### src/rtl/riscv_ctrl_pkg.sv
// Purpose: shared RV32 control encodings and the decoded control bundle type.
// Contents: opcode constants, ALU op codes, immediate-format and result-source
//           encodings, ctrl_bundle_t, and the func3-to-ALU helper.
package riscv_ctrl_pkg;

  localparam int unsigned ALU_CODE_W = 4;

  localparam logic [6:0] OP_LOAD  = 7'd3;
  localparam logic [6:0] OP_STORE = 7'd35;
  localparam logic [6:0] OP_R     = 7'd51;
  localparam logic [6:0] OP_I     = 7'd19;
  localparam logic [6:0] OP_BR    = 7'd99;
  localparam logic [6:0] OP_LUI   = 7'd55;
  localparam logic [6:0] OP_AUIPC = 7'd23;
  localparam logic [6:0] OP_JAL   = 7'd111;
  localparam logic [6:0] OP_JALR  = 7'd103;

  localparam logic [ALU_CODE_W-1:0] ALU_ADD   = 4'd0;
  localparam logic [ALU_CODE_W-1:0] ALU_SUB   = 4'd1;
  localparam logic [ALU_CODE_W-1:0] ALU_AND   = 4'd2;
  localparam logic [ALU_CODE_W-1:0] ALU_OR    = 4'd3;
  localparam logic [ALU_CODE_W-1:0] ALU_XOR   = 4'd4;
  localparam logic [ALU_CODE_W-1:0] ALU_SLT   = 4'd5;
  localparam logic [ALU_CODE_W-1:0] ALU_SLTU  = 4'd6;
  localparam logic [ALU_CODE_W-1:0] ALU_SLL   = 4'd7;
  localparam logic [ALU_CODE_W-1:0] ALU_SRL   = 4'd8;
  localparam logic [ALU_CODE_W-1:0] ALU_SRA   = 4'd9;
  localparam logic [ALU_CODE_W-1:0] ALU_PASSB = 4'd10;
  localparam logic [ALU_CODE_W-1:0] ALU_MUL   = 4'd11;
  localparam logic [ALU_CODE_W-1:0] ALU_MULH  = 4'd12;
  localparam logic [ALU_CODE_W-1:0] ALU_DIV   = 4'd13;
  localparam logic [ALU_CODE_W-1:0] ALU_REM   = 4'd14;

  localparam logic [2:0] IMM_I = 3'd0;
  localparam logic [2:0] IMM_S = 3'd1;
  localparam logic [2:0] IMM_B = 3'd2;
  localparam logic [2:0] IMM_J = 3'd3;
  localparam logic [2:0] IMM_U = 3'd4;

  localparam logic [1:0] RES_ALU = 2'd0;
  localparam logic [1:0] RES_MEM = 2'd1;
  localparam logic [1:0] RES_PC4 = 2'd2;

  typedef struct packed {
    logic                  reg_write;
    logic                  mem_write;
    logic [1:0]            result_src;
    logic                  alu_src;
    logic                  alu_src_a_pc;
    logic [2:0]            imm_src;
    logic [ALU_CODE_W-1:0] alu_ctrl;
    logic                  branch;
    logic [2:0]            branch_type;
    logic                  jump;
    logic                  jalr;
    logic                  illegal;
  } ctrl_bundle_t;

  // alt selects sub (func3 000) or sra (func3 101); ignored otherwise
  function automatic logic [ALU_CODE_W-1:0] alu_from_f3(input logic [2:0] f3,
                                                       input logic alt);
    logic [ALU_CODE_W-1:0] op;
    case (f3)
      3'b000:  op = alt ? ALU_SUB : ALU_ADD;
      3'b001:  op = ALU_SLL;
      3'b010:  op = ALU_SLT;
      3'b011:  op = ALU_SLTU;
      3'b100:  op = ALU_XOR;
      3'b101:  op = alt ? ALU_SRA : ALU_SRL;
      3'b110:  op = ALU_OR;
      default: op = ALU_AND;
    endcase
    return op;
  endfunction

endpackage

### src/rtl/decode_ctrl_pipe_ctrl_decode_comb.sv
// Purpose: pure combinational RV32I(+M) instruction-to-control decode.
// Ports: i_opcode/i_funct3/i_funct7 - instruction fields
//        o_ctrl   - decoded control bundle (zeroed except illegal on bad encodings)
//        o_is_mdu - instruction is a multi-cycle M-extension op
module ctrl_decode_comb
  import riscv_ctrl_pkg::*;
#(
  parameter bit EN_MEXT = 1'b1
) (
  input  logic [6:0]   i_opcode,
  input  logic [2:0]   i_funct3,
  input  logic [6:0]   i_funct7,
  output ctrl_bundle_t o_ctrl,
  output logic         o_is_mdu
);

  logic w_legal;

  always_comb begin
    o_ctrl   = '0;
    o_is_mdu = 1'b0;
    w_legal  = 1'b1;
    case (i_opcode)
      OP_LOAD: begin
        o_ctrl.reg_write  = 1'b1;
        o_ctrl.result_src = RES_MEM;
        o_ctrl.alu_src    = 1'b1;
        o_ctrl.imm_src    = IMM_I;
        o_ctrl.alu_ctrl   = ALU_ADD;
        w_legal = i_funct3 inside {3'b000, 3'b001, 3'b010, 3'b100, 3'b101};
      end
      OP_STORE: begin
        o_ctrl.mem_write = 1'b1;
        o_ctrl.alu_src   = 1'b1;
        o_ctrl.imm_src   = IMM_S;
        o_ctrl.alu_ctrl  = ALU_ADD;
        w_legal = i_funct3 inside {3'b000, 3'b001, 3'b010};
      end
      OP_R: begin
        o_ctrl.reg_write = 1'b1;
        if (i_funct7 == 7'b0000000) begin
          o_ctrl.alu_ctrl = alu_from_f3(i_funct3, 1'b0);
        end else if (i_funct7 == 7'b0100000 &&
                     (i_funct3 == 3'b000 || i_funct3 == 3'b101)) begin
          o_ctrl.alu_ctrl = alu_from_f3(i_funct3, 1'b1);
        end else if (EN_MEXT && i_funct7 == 7'b0000001 &&
                     i_funct3 inside {3'b000, 3'b001, 3'b100, 3'b110}) begin
          o_is_mdu = 1'b1;
          case (i_funct3)
            3'b000:  o_ctrl.alu_ctrl = ALU_MUL;
            3'b001:  o_ctrl.alu_ctrl = ALU_MULH;
            3'b100:  o_ctrl.alu_ctrl = ALU_DIV;
            default: o_ctrl.alu_ctrl = ALU_REM;
          endcase
        end else begin
          w_legal = 1'b0;
        end
      end
      OP_I: begin
        o_ctrl.reg_write = 1'b1;
        o_ctrl.alu_src   = 1'b1;
        o_ctrl.imm_src   = IMM_I;
        // addi never subtracts; only shifts carry func7 in the immediate
        o_ctrl.alu_ctrl  = alu_from_f3(i_funct3, (i_funct3 == 3'b101) && i_funct7[5]);
        if (i_funct3 == 3'b001)
          w_legal = (i_funct7 == 7'b0000000);
        else if (i_funct3 == 3'b101)
          w_legal = (i_funct7 == 7'b0000000) || (i_funct7 == 7'b0100000);
      end
      OP_BR: begin
        o_ctrl.branch      = 1'b1;
        o_ctrl.imm_src     = IMM_B;
        o_ctrl.alu_ctrl    = ALU_SUB;
        o_ctrl.branch_type = i_funct3;
        w_legal = !(i_funct3 inside {3'b010, 3'b011});
      end
      OP_LUI: begin
        o_ctrl.reg_write = 1'b1;
        o_ctrl.alu_src   = 1'b1;
        o_ctrl.imm_src   = IMM_U;
        o_ctrl.alu_ctrl  = ALU_PASSB;
      end
      OP_AUIPC: begin
        o_ctrl.reg_write    = 1'b1;
        o_ctrl.alu_src      = 1'b1;
        o_ctrl.alu_src_a_pc = 1'b1;
        o_ctrl.imm_src      = IMM_U;
        o_ctrl.alu_ctrl     = ALU_ADD;
      end
      OP_JAL: begin
        o_ctrl.reg_write  = 1'b1;
        o_ctrl.imm_src    = IMM_J;
        o_ctrl.jump       = 1'b1;
        o_ctrl.result_src = RES_PC4;
      end
      OP_JALR: begin
        o_ctrl.reg_write  = 1'b1;
        o_ctrl.alu_src    = 1'b1;
        o_ctrl.imm_src    = IMM_I;
        o_ctrl.jump       = 1'b1;
        o_ctrl.jalr       = 1'b1;
        o_ctrl.result_src = RES_PC4;
        w_legal = (i_funct3 == 3'b000);
      end
      default: w_legal = 1'b0;
    endcase
    // illegal encodings become a flagged bubble with no side effects
    if (!w_legal) begin
      o_ctrl         = '0;
      o_ctrl.illegal = 1'b1;
      o_is_mdu       = 1'b0;
    end
  end

endmodule

### src/rtl/decode_ctrl_pipe.sv
// Purpose: RV32 control decoder plus ID/EX control register with valid/ready
//          handshake, flush, multi-cycle MUL/DIV occupancy and illegal counter.
// Ports: clk/reset (sync, active-high); InstrD/in_valid/in_ready - D-side input;
//        flush_e kills E; out_ready/out_valid - E-side handshake;
//        *E - registered control bundle; ill_count - saturating illegal count.
module decode_ctrl_pipe
  import riscv_ctrl_pkg::*;
#(
  parameter int unsigned ALUCTRL_W  = 4,
  parameter bit          EN_MEXT    = 1'b1,
  parameter int unsigned MULDIV_LAT = 4,
  parameter int unsigned ILL_CNT_W  = 8
) (
  input  logic                 clk,
  input  logic                 reset,
  input  logic [31:0]          InstrD,
  input  logic                 in_valid,
  output logic                 in_ready,
  input  logic                 flush_e,
  input  logic                 out_ready,
  output logic                 out_valid,
  output logic                 RegWriteE,
  output logic                 MemWriteE,
  output logic [1:0]           ResultSrcE,
  output logic                 ALUSrcE,
  output logic                 ALUSrcAPCE,
  output logic [2:0]           ImmSrcE,
  output logic [ALUCTRL_W-1:0] ALUControlE,
  output logic                 BranchE,
  output logic [2:0]           BranchTypeE,
  output logic                 JumpE,
  output logic                 JalrE,
  output logic                 IllegalE,
  output logic [ILL_CNT_W-1:0] ill_count
);

  localparam int unsigned CNT_W = (MULDIV_LAT > 1) ? $clog2(MULDIV_LAT) : 1;
  localparam logic [CNT_W-1:0] MDU_LOAD = CNT_W'(MULDIV_LAT - 1);

  ctrl_bundle_t          w_ctrl;
  logic                  w_is_mdu;
  logic                  w_xfer;
  logic                  w_retire;
  logic                  w_unused;
  ctrl_bundle_t          r_ctrl;
  logic                  r_out_valid;
  logic [CNT_W-1:0]      r_mdu_cnt;
  logic [ILL_CNT_W-1:0]  r_ill_cnt;

  // register/immediate fields are consumed by the datapath, not here
  assign w_unused = ^InstrD[24:7];

  ctrl_decode_comb #(.EN_MEXT(EN_MEXT)) u_dec (
    .i_opcode (InstrD[6:0]),
    .i_funct3 (InstrD[14:12]),
    .i_funct7 (InstrD[31:25]),
    .o_ctrl   (w_ctrl),
    .o_is_mdu (w_is_mdu)
  );

  // E slot is free when empty, or when its op retires this cycle
  assign in_ready = !flush_e && (!r_out_valid || (out_ready && r_mdu_cnt == '0));
  assign w_xfer   = in_valid && in_ready;
  assign w_retire = r_out_valid && out_ready && (r_mdu_cnt == '0);

  // E register, MUL/DIV occupancy counter and illegal counter
  always_ff @(posedge clk) begin
    if (reset) begin
      r_ctrl      <= '0;
      r_out_valid <= 1'b0;
      r_mdu_cnt   <= '0;
      r_ill_cnt   <= '0;
    end else if (flush_e) begin
      r_ctrl      <= '0;
      r_out_valid <= 1'b0;
      r_mdu_cnt   <= '0;
    end else if (w_xfer) begin
      r_ctrl      <= w_ctrl;
      r_out_valid <= 1'b1;
      r_mdu_cnt   <= w_is_mdu ? MDU_LOAD : '0;
      if (w_ctrl.illegal && r_ill_cnt != '1)
        r_ill_cnt <= r_ill_cnt + ILL_CNT_W'(1);
    end else begin
      if (r_mdu_cnt != '0)
        r_mdu_cnt <= r_mdu_cnt - CNT_W'(1);
      // a retired slot becomes a bubble
      if (w_retire) begin
        r_ctrl      <= '0;
        r_out_valid <= 1'b0;
      end
    end
  end

  assign out_valid   = r_out_valid;
  assign RegWriteE   = r_ctrl.reg_write;
  assign MemWriteE   = r_ctrl.mem_write;
  assign ResultSrcE  = r_ctrl.result_src;
  assign ALUSrcE     = r_ctrl.alu_src;
  assign ALUSrcAPCE  = r_ctrl.alu_src_a_pc;
  assign ImmSrcE     = r_ctrl.imm_src;
  assign ALUControlE = ALUCTRL_W'(r_ctrl.alu_ctrl);
  assign BranchE     = r_ctrl.branch;
  assign BranchTypeE = r_ctrl.branch_type;
  assign JumpE       = r_ctrl.jump;
  assign JalrE       = r_ctrl.jalr;
  assign IllegalE    = r_ctrl.illegal;
  assign ill_count   = r_ill_cnt;

endmodule

### config.mk
export PLATFORM = sky130hd
export DESIGN_NAME = decode_ctrl_pipe
export DESIGN_NICKNAME = d
export VERILOG_FILES = /design/src/rtl/riscv_ctrl_pkg.sv /design/src/rtl/decode_ctrl_pipe_ctrl_decode_comb.sv /design/src/rtl/decode_ctrl_pipe.sv
export SDC_FILE = /design/constraint.sdc
export NUM_CORES = 1
export LEC_CHECK = 0
export ABC_AREA = 1
export CAP_MARGIN = 20
export CORE_MARGIN = 5
export CORE_UTILIZATION = 48
export DETAILED_ROUTE_END_ITERATION = 8
export PLACE_DENSITY = 0.87
export SLEW_MARGIN = 20
export SYNTH_ARGS = -nofsm -noshare
export SYNTH_HDL_FRONTEND = slang
export SYNTH_SLANG_ARGS = --single-unit
### constraint.sdc
create_clock -name clk -period 4.5 [get_ports clk]
set_input_delay 0.675 -clock clk [delete_from_list [all_inputs] [get_ports clk]]
set_output_delay 0.675 -clock clk [all_outputs]
set_load 0.005 [all_outputs]
==> flow_metrics.env, run 1 <==
export IMPL_whs_endpoint="BranchTypeE[0]"
export IMPL_timing_final_max_slew_violations=0
export IMPL_powerDensity_mw_per_mm2=256.3
export IMPL_post_cts_buffers=0
export IMPL_die_y_um=71.33
export IMPL_num_vias=1944
export IMPL_dieArea_mm2=0.005088
export IMPL_rr_endpoint="ill_count[5]"
export IMPL_grt_pass1_wl_mm=7.693
export IMPL_muxShareOfSynthArea_pct=0
export IMPL_cts_resized=0
export IMPL_fin_tns_setup_ns=0
export IMPL_root_buffer="clkbuf_8"
export IMPL_crit_start="out_ready"
export IMPL_portBuffers=51
export IMPL_start_util_pct=49.32
export IMPL_crit_path_start_kind="input port"
export IMPL_cts_sinks=30
export IMPL_synth_top_family_by_area="simple AND/OR/NAND/NOR gates"
export IMPL_synthAdderAreaFrac_pct=1.386
export IMPL_status="finished, final reports clean"
export IMPL_fillCellCount=336
export IMPL_synth_compound_area_share_pct=12.61
export IMPL_layout_drive_gt1_share_pct=6.528
export IMPL_synth_seq_area_share_pct=33.26
export IMPL_dpl_hpwl_mm=3.329
export IMPL_ys_warn_count=0
export IMPL_setup_viol_count_final=0
export IMPL_mostFrequentLayoutCell="nand2_1"
export IMPL_final_cell_mix="nand2_1 (85), clkdlybuf4s50_1 (51), a21oi_1 (34)"
export IMPL_grt_antenna_before_repair=0
export IMPL_yosys_area_share_simple_pct=40.47
export IMPL_pre_cts_ws_ns=1.802
export IMPL_cp_data_required_time_ns=3.83
export IMPL_finalWeightedCongestion=1.006
export IMPL_path_class="input port to primary output"
export IMPL_grt_max_degree=21
export IMPL_wirelength_mm=4.556
export IMPL_cp_end_kind="primary output"
export IMPL_viasPerCell=5.049
export IMPL_ff_latch_area_um2=600.6
export IMPL_critPathMaxFanout=2
export IMPL_final_antenna_net_count=0
export IMPL_hold_violations=0
export IMPL_worst_ep_arrival_time_ns=1.93
export IMPL_die_x_um=71.33
export IMPL_cts_max_level=2
export IMPL_cts_tree="done"
export IMPL_overflow=0
export IMPL_synthesis_area_mm2=0.001805
export IMPL_synthesis_nets=326
export IMPL_hp_start="BranchTypeE[0]"
export IMPL_std_cell_rows=22
export IMPL_holdCritPathClass="flip-flop to flip-flop"
export IMPL_wire_per_inst_um=11.83
export IMPL_slew_limit_headroom_pct=55.38
export IMPL_fin_skew_ns=0.005410
export IMPL_fin_crit_sh_pct=57.94
export IMPL_cts_buffers=5
export IMPL_antennaDiodeCount=0
export IMPL_fin_nets=376
export IMPL_grtUsageTotal_pct=18.56
export IMPL_synth_xor_area_share_pct=2.911
export IMPL_grt_pass1_vias=1767
export IMPL_syn_mean_instance_area_um2=6.291
export IMPL_multi_input_area_mm2=0.001036
export IMPL_netlist_instances=287
export IMPL_path_clk_slew_ns=0.06
export IMPL_cts_hold_buffers=0
export IMPL_core_mm2=0.003661
export IMPL_reg2reg_from="r_mdu_cnt[0]"
export IMPL_rsz0062_at_grt="false"
export IMPL_r2r_slack_ns=2.32
export IMPL_final_cells=385
export IMPL_first_iter_violations=104
export IMPL_p_leak_nw=1.016
export IMPL_r2r_cells=9
export IMPL_tightest_slew_ns=0.6685
export IMPL_cap_viol_max_count=0
export IMPL_min_path_cells=2
export IMPL_ctsLongestPathBuffers=2
export IMPL_dp_cells=378
export IMPL_synth_distinct_cells=27
export IMPL_drcViolationCount=0
export IMPL_first_pass_iters=4
export IMPL_ios=67
export IMPL_synthToLayoutAreaGrowth_pct=35.69
export IMPL_fmax_ghz=0.3835
export IMPL_ir_drop_v=0.0002271
export IMPL_clk_latency_ns=0.28
export IMPL_fin_crit_ns=2.607
export IMPL_setup_ws_ns=1.893
export IMPL_synth_seq_cells=30
registers in the layout, summed over array words and instances (netlist names):
| signal | flops |
|---|---|
| IllegalE | 1 |
| out_valid | 1 |
| ill_count | 8 |
| RegWriteE | 1 |
| ResultSrcE | 2 |
| JalrE | 1 |
| ALUSrcE | 1 |
| ALUSrcAPCE | 1 |
| MemWriteE | 1 |
| r_mdu_cnt | 2 |
| ImmSrcE | 3 |
| ALUControlE | 4 |
| BranchE | 1 |
| BranchTypeE | 3 |
how the worst max path moves through the flow:
stage                              end  slack (ns)  depth (start not counted)
final                         in_ready        1.89                          4
after global routing          in_ready        1.83                          4
after CTS                     in_ready        1.89                          4
after detailed placement  ill_count[0]        1.80                         12
after global placement    ill_count[1]        1.79                         12
after floorplan           ill_count[0]        2.55                         12
cell families after synthesis:
group	count (synthesis)
fa+ha+maj	2
buf+inv	42
xor+xnor	6
compound gates	45
simple gates	162
flops	30
worst max-delay path: stages:
cell and delay [ns]:
clkdlybuf4s50_1 0.47, nand2_1 0.07, a21oi_1 0.18, clkdlybuf4s50_1 0.54
metal layers:
metal / vias up / wire [µm] / share of wire [%] / track usage, %
met5: - / 0 / 0 / 0
met4: 0 / 95 / 2.1 / 8.351
met3: 9 / 226 / 5.0 / 5.189
met2: 55 / 2136 / 47 / 29.18
met1: 855 / 2097 / 46 / 23.55
li1: 1025 / - / - / -
power by group:
group / internal (mW) / leakage, nW / switching [mW]
combinational: 0.0339 / 0.717 / 0.0450
sequential: 0.269 / 0.242 / 0.00227
clock: 0.177 / 0.0573 / 0.101
synthesized netlist by cell type:
library cell   n  area share, %
clkbuf_1       5            1.0
nor2_2         2           0.69
xnor2_1        3            1.5
nand3_1       18            5.0
xor2_1         3            1.5
inv_4          1           0.35
a21oi_1       34            9.4
nand4_1       11            3.8
buf_4          2           0.83
inv_1         30            6.2
nand2_1       85             18
nand3_4        1           0.97
nor2_8         1            1.1
nand3_2        2            1.1
inv_2          2           0.42
o21ai_1        1           0.28
ha_1           2            1.4
or2_2          2           0.69
dfxtp_1       30             33
nor2_1        32            6.7
nor2_4         1           0.62
nor3_1         4            1.1
nand2_2        3            1.0
buf_2          1           0.28
o21ai_0        9            2.5
o21a_1         1           0.42
clkinv_1       1           0.21
cell type report:
class / instances / area share [%]
Multi-Input combinational cell: 215 / 42.29
Clock inverter: 1 / 1.226
Inverter: 34 / 5.312
Clock buffer: 6 / 3.371
Sequential cell: 30 / 24.51
Timing Repair Buffer: 51 / 20.84
Tap cell: 48 / 2.451
stage by stage:
stage | instance area [µm²] | hold slack [ns] | power, mW | utilization (%)
final | 2450 | 0.4639 | 0.6279 | 66.92
after detailed placement | 2337 | 0.4554 | 0.3552 | 63.84
after global placement | 2337 | 0.4539 | 0.3539 | 63.84
after global routing | 2450 | 0.4870 | 0.6550 | 66.92
after floorplan | 1805 | 0.4573 | 0.3212 | -
after CTS | 2450 | 0.4678 | 0.6313 | 66.92
Note: power is estimated with default switching activity, not from simulation.
==> inputs of run 2 (changes only) <==
CORE_UTILIZATION = 40   (was 48)
PLACE_DENSITY = 0.77   (was 0.87)
clock period = 2.15 ns   (was 4.5 ns; I/O delays follow)
==> flow_metrics.env, run 2 (synthesis results as in run 1) <==
export IMPL_status="finished, final reports clean"
export IMPL_clk_latency_ns=0.28
export IMPL_powerDensity_mw_per_mm2=468.3
export IMPL_setup_viol_count_final=0
export IMPL_cts_tree="done"
export IMPL_tightest_slew_ns=0.3210
export IMPL_grt_max_degree=21
export IMPL_p_sw_share_pct=25.70
export IMPL_reg2reg_from="r_mdu_cnt[0]"
export IMPL_rr_endpoint="ill_count[1]"
export IMPL_fillCellCount=408
export IMPL_r2r_cells=10
export IMPL_placed_cell_area_mm2=0.002535
export IMPL_cts_max_level=2
export IMPL_rsz0062_at_grt="false"
export IMPL_cap_viol_max_count=0
export IMPL_multi_input_area_mm2=0.001036
export IMPL_utilization_pct=60.32
export IMPL_holdWs_ns=0.4627
export IMPL_dieArea_mm2=0.005958
export IMPL_slew_limit_headroom_pct=78.43
export IMPL_sequentialPowerShare_pct=46.1
export IMPL_p_leak_nw=1.125
export IMPL_path_class="flip-flop to primary output"
export IMPL_die_y_um=77.19
export IMPL_crit_end="in_ready"
export IMPL_wire_per_inst_um=11.92
export IMPL_synthToLayoutAreaGrowth_pct=45.46
export IMPL_timing_final_max_slew_violations=0
export IMPL_final_antenna_net_count=0
export IMPL_fmax_ghz=0.4996
export IMPL_holdCritPathClass="flip-flop to flip-flop"
export IMPL_slowest_stage="clkdlybuf4s50_1"
export IMPL_cp_end_kind="primary output"
export IMPL_critPathMaxFanout=4
export IMPL_grt_antenna_before_repair=0
export IMPL_cts_resized=0
export IMPL_viasPerCell=4.896
export IMPL_largest_reg_flops=8
export IMPL_design_area_mm2=0.002626
export IMPL_p_int_mw=0.9138
export IMPL_fin_nets=400
export IMPL_wirelength_mm=4.933
export IMPL_cts_hold_buffers=0
export IMPL_finalWeightedCongestion=0.9040
export IMPL_ff_latch_area_um2=600.6
export IMPL_worst_ep_arrival_time_ns=1.68
export IMPL_path_clk_slew_ns=0.06
export IMPL_overflow=0
export IMPL_antennaDiodeCount=0
export IMPL_crit_path_start_kind="flip-flop"
export IMPL_p_comb_share_pct=15.8
export IMPL_root_buffer="clkbuf_8"
export IMPL_core_mm2=0.004354
export IMPL_drcViolationCount=0
export IMPL_slowest_delay_ns=0.54
export IMPL_mostFrequentLayoutCell="nand2_1"
export IMPL_cp_data_required_time_ns=1.83
export IMPL_die_x_um=77.19
export IMPL_hold_violations=0
export IMPL_ctsLongestPathBuffers=2
export IMPL_grtUsageTotal_pct=16.55
export IMPL_p_switching_mw=0.3162
export IMPL_crit_start="r_mdu_cnt[0]"
export IMPL_power_share_clock_pct=38.1
export IMPL_r2r_slack_ns=0.41
export IMPL_cts_sinks=30
export IMPL_path_cells="inv_1, ha_1, nand2_1, a21oi_1, clkdlybuf4s50_1"
export IMPL_layout_drive_gt1_share_pct=12.71
export IMPL_final_cell_mix="nand2_1 (85), clkdlybuf4s50_1 (51), a21oi_1 (34)"
export IMPL_cts_buffers=5
export IMPL_portBuffers=51
export IMPL_grt_pass1_wl_mm=8.231
export IMPL_num_vias=2027
export IMPL_std_cell_rows=24
export IMPL_ir_drop_v=0.0002357
export IMPL_grt_pass1_vias=1901
export IMPL_fin_crit_sh_pct=93.10
export IMPL_dpl_hpwl_mm=3.863
export IMPL_start_util_pct=41.47
export IMPL_ios=67
export IMPL_first_iter_violations=101
export IMPL_fin_crit_ns=2.002
export IMPL_first_pass_iters=4
export IMPL_post_cts_buffers=0
export IMPL_fin_skew_ns=0.002823
==> run 2: worst min path at each step <==
| stage | start | end | slack, ns | cells after the start |
|---|---|---|---|---|
| after floorplan | in_valid | out_valid | 0.44 | 2 |
| after global placement | BranchTypeE[1] | BranchTypeE[1] | 0.45 | 2 |
| after detailed placement | BranchTypeE[0] | BranchTypeE[0] | 0.45 | 2 |
| final | ALUControlE[2] | ALUControlE[2] | 0.46 | 2 |
| after global routing | BranchTypeE[0] | BranchTypeE[0] | 0.48 | 2 |
| after CTS | BranchTypeE[0] | BranchTypeE[0] | 0.46 | 2 |
==> run 2: power groups by stage <==
stage	Clock, mW	Combinational [mW]	Sequential (mW)
after detailed placement	0	0.193	0.580
after CTS	0.478	0.194	0.568
after global routing	0.516	0.215	0.568
after global placement	0	0.190	0.580
after floorplan	0	0.0926	0.580
final	0.468	0.194	0.568
==> run 2: routing by layer <==
metal	vias to the layer above	routed length (µm)	track usage [%]
met4	0	51	4.811
li1	1074	-	-
met5	-	0	0
met2	52	2407	27.69
met3	4	260	4.450
met1	897	2213	20.66
==> run 2: final cells by class <==
class,count,area share (%)
flip-flops and latches,30,22.87
clock buffers,7,3.287
multi-input cells,215,39.45
repair buffers,75,26.77
well taps,52,2.477
inverters,34,4.955
clock inverters,1,0.1906
==> run 2: worst max-delay path: cells and delay by family (launching register included) <==
family                     cells  cell delay (ns)
and+or+nand+nor                1             0.09
DFF                            1             0.31
AOI/OAI and AO/OA              1             0.19
buffers and inverters          2             0.61
adders and majority gates      1             0.21
==> run 2: metrics by stage <==
step	total power [mW]	setup TNS (ns)	setup WS, ns	std cells
final	1.230	0	0.1482	414
after floorplan	0.6723	0	0.4100	287
after global routing	1.299	0	0.004426	414
after CTS	1.240	0	0.1476	414
after global placement	0.7698	-0.1239	-0.03230	406
after detailed placement	0.7733	-0.3177	-0.04266	406
==> inputs of run 3 (changes only) <==
SKIP_LAST_GASP = 1   (was default)
SLEW_MARGIN = default   (was 20)
==> results of run 3 <==
Same layout as run 2: the final DEF is identical, and so are final timing and power.
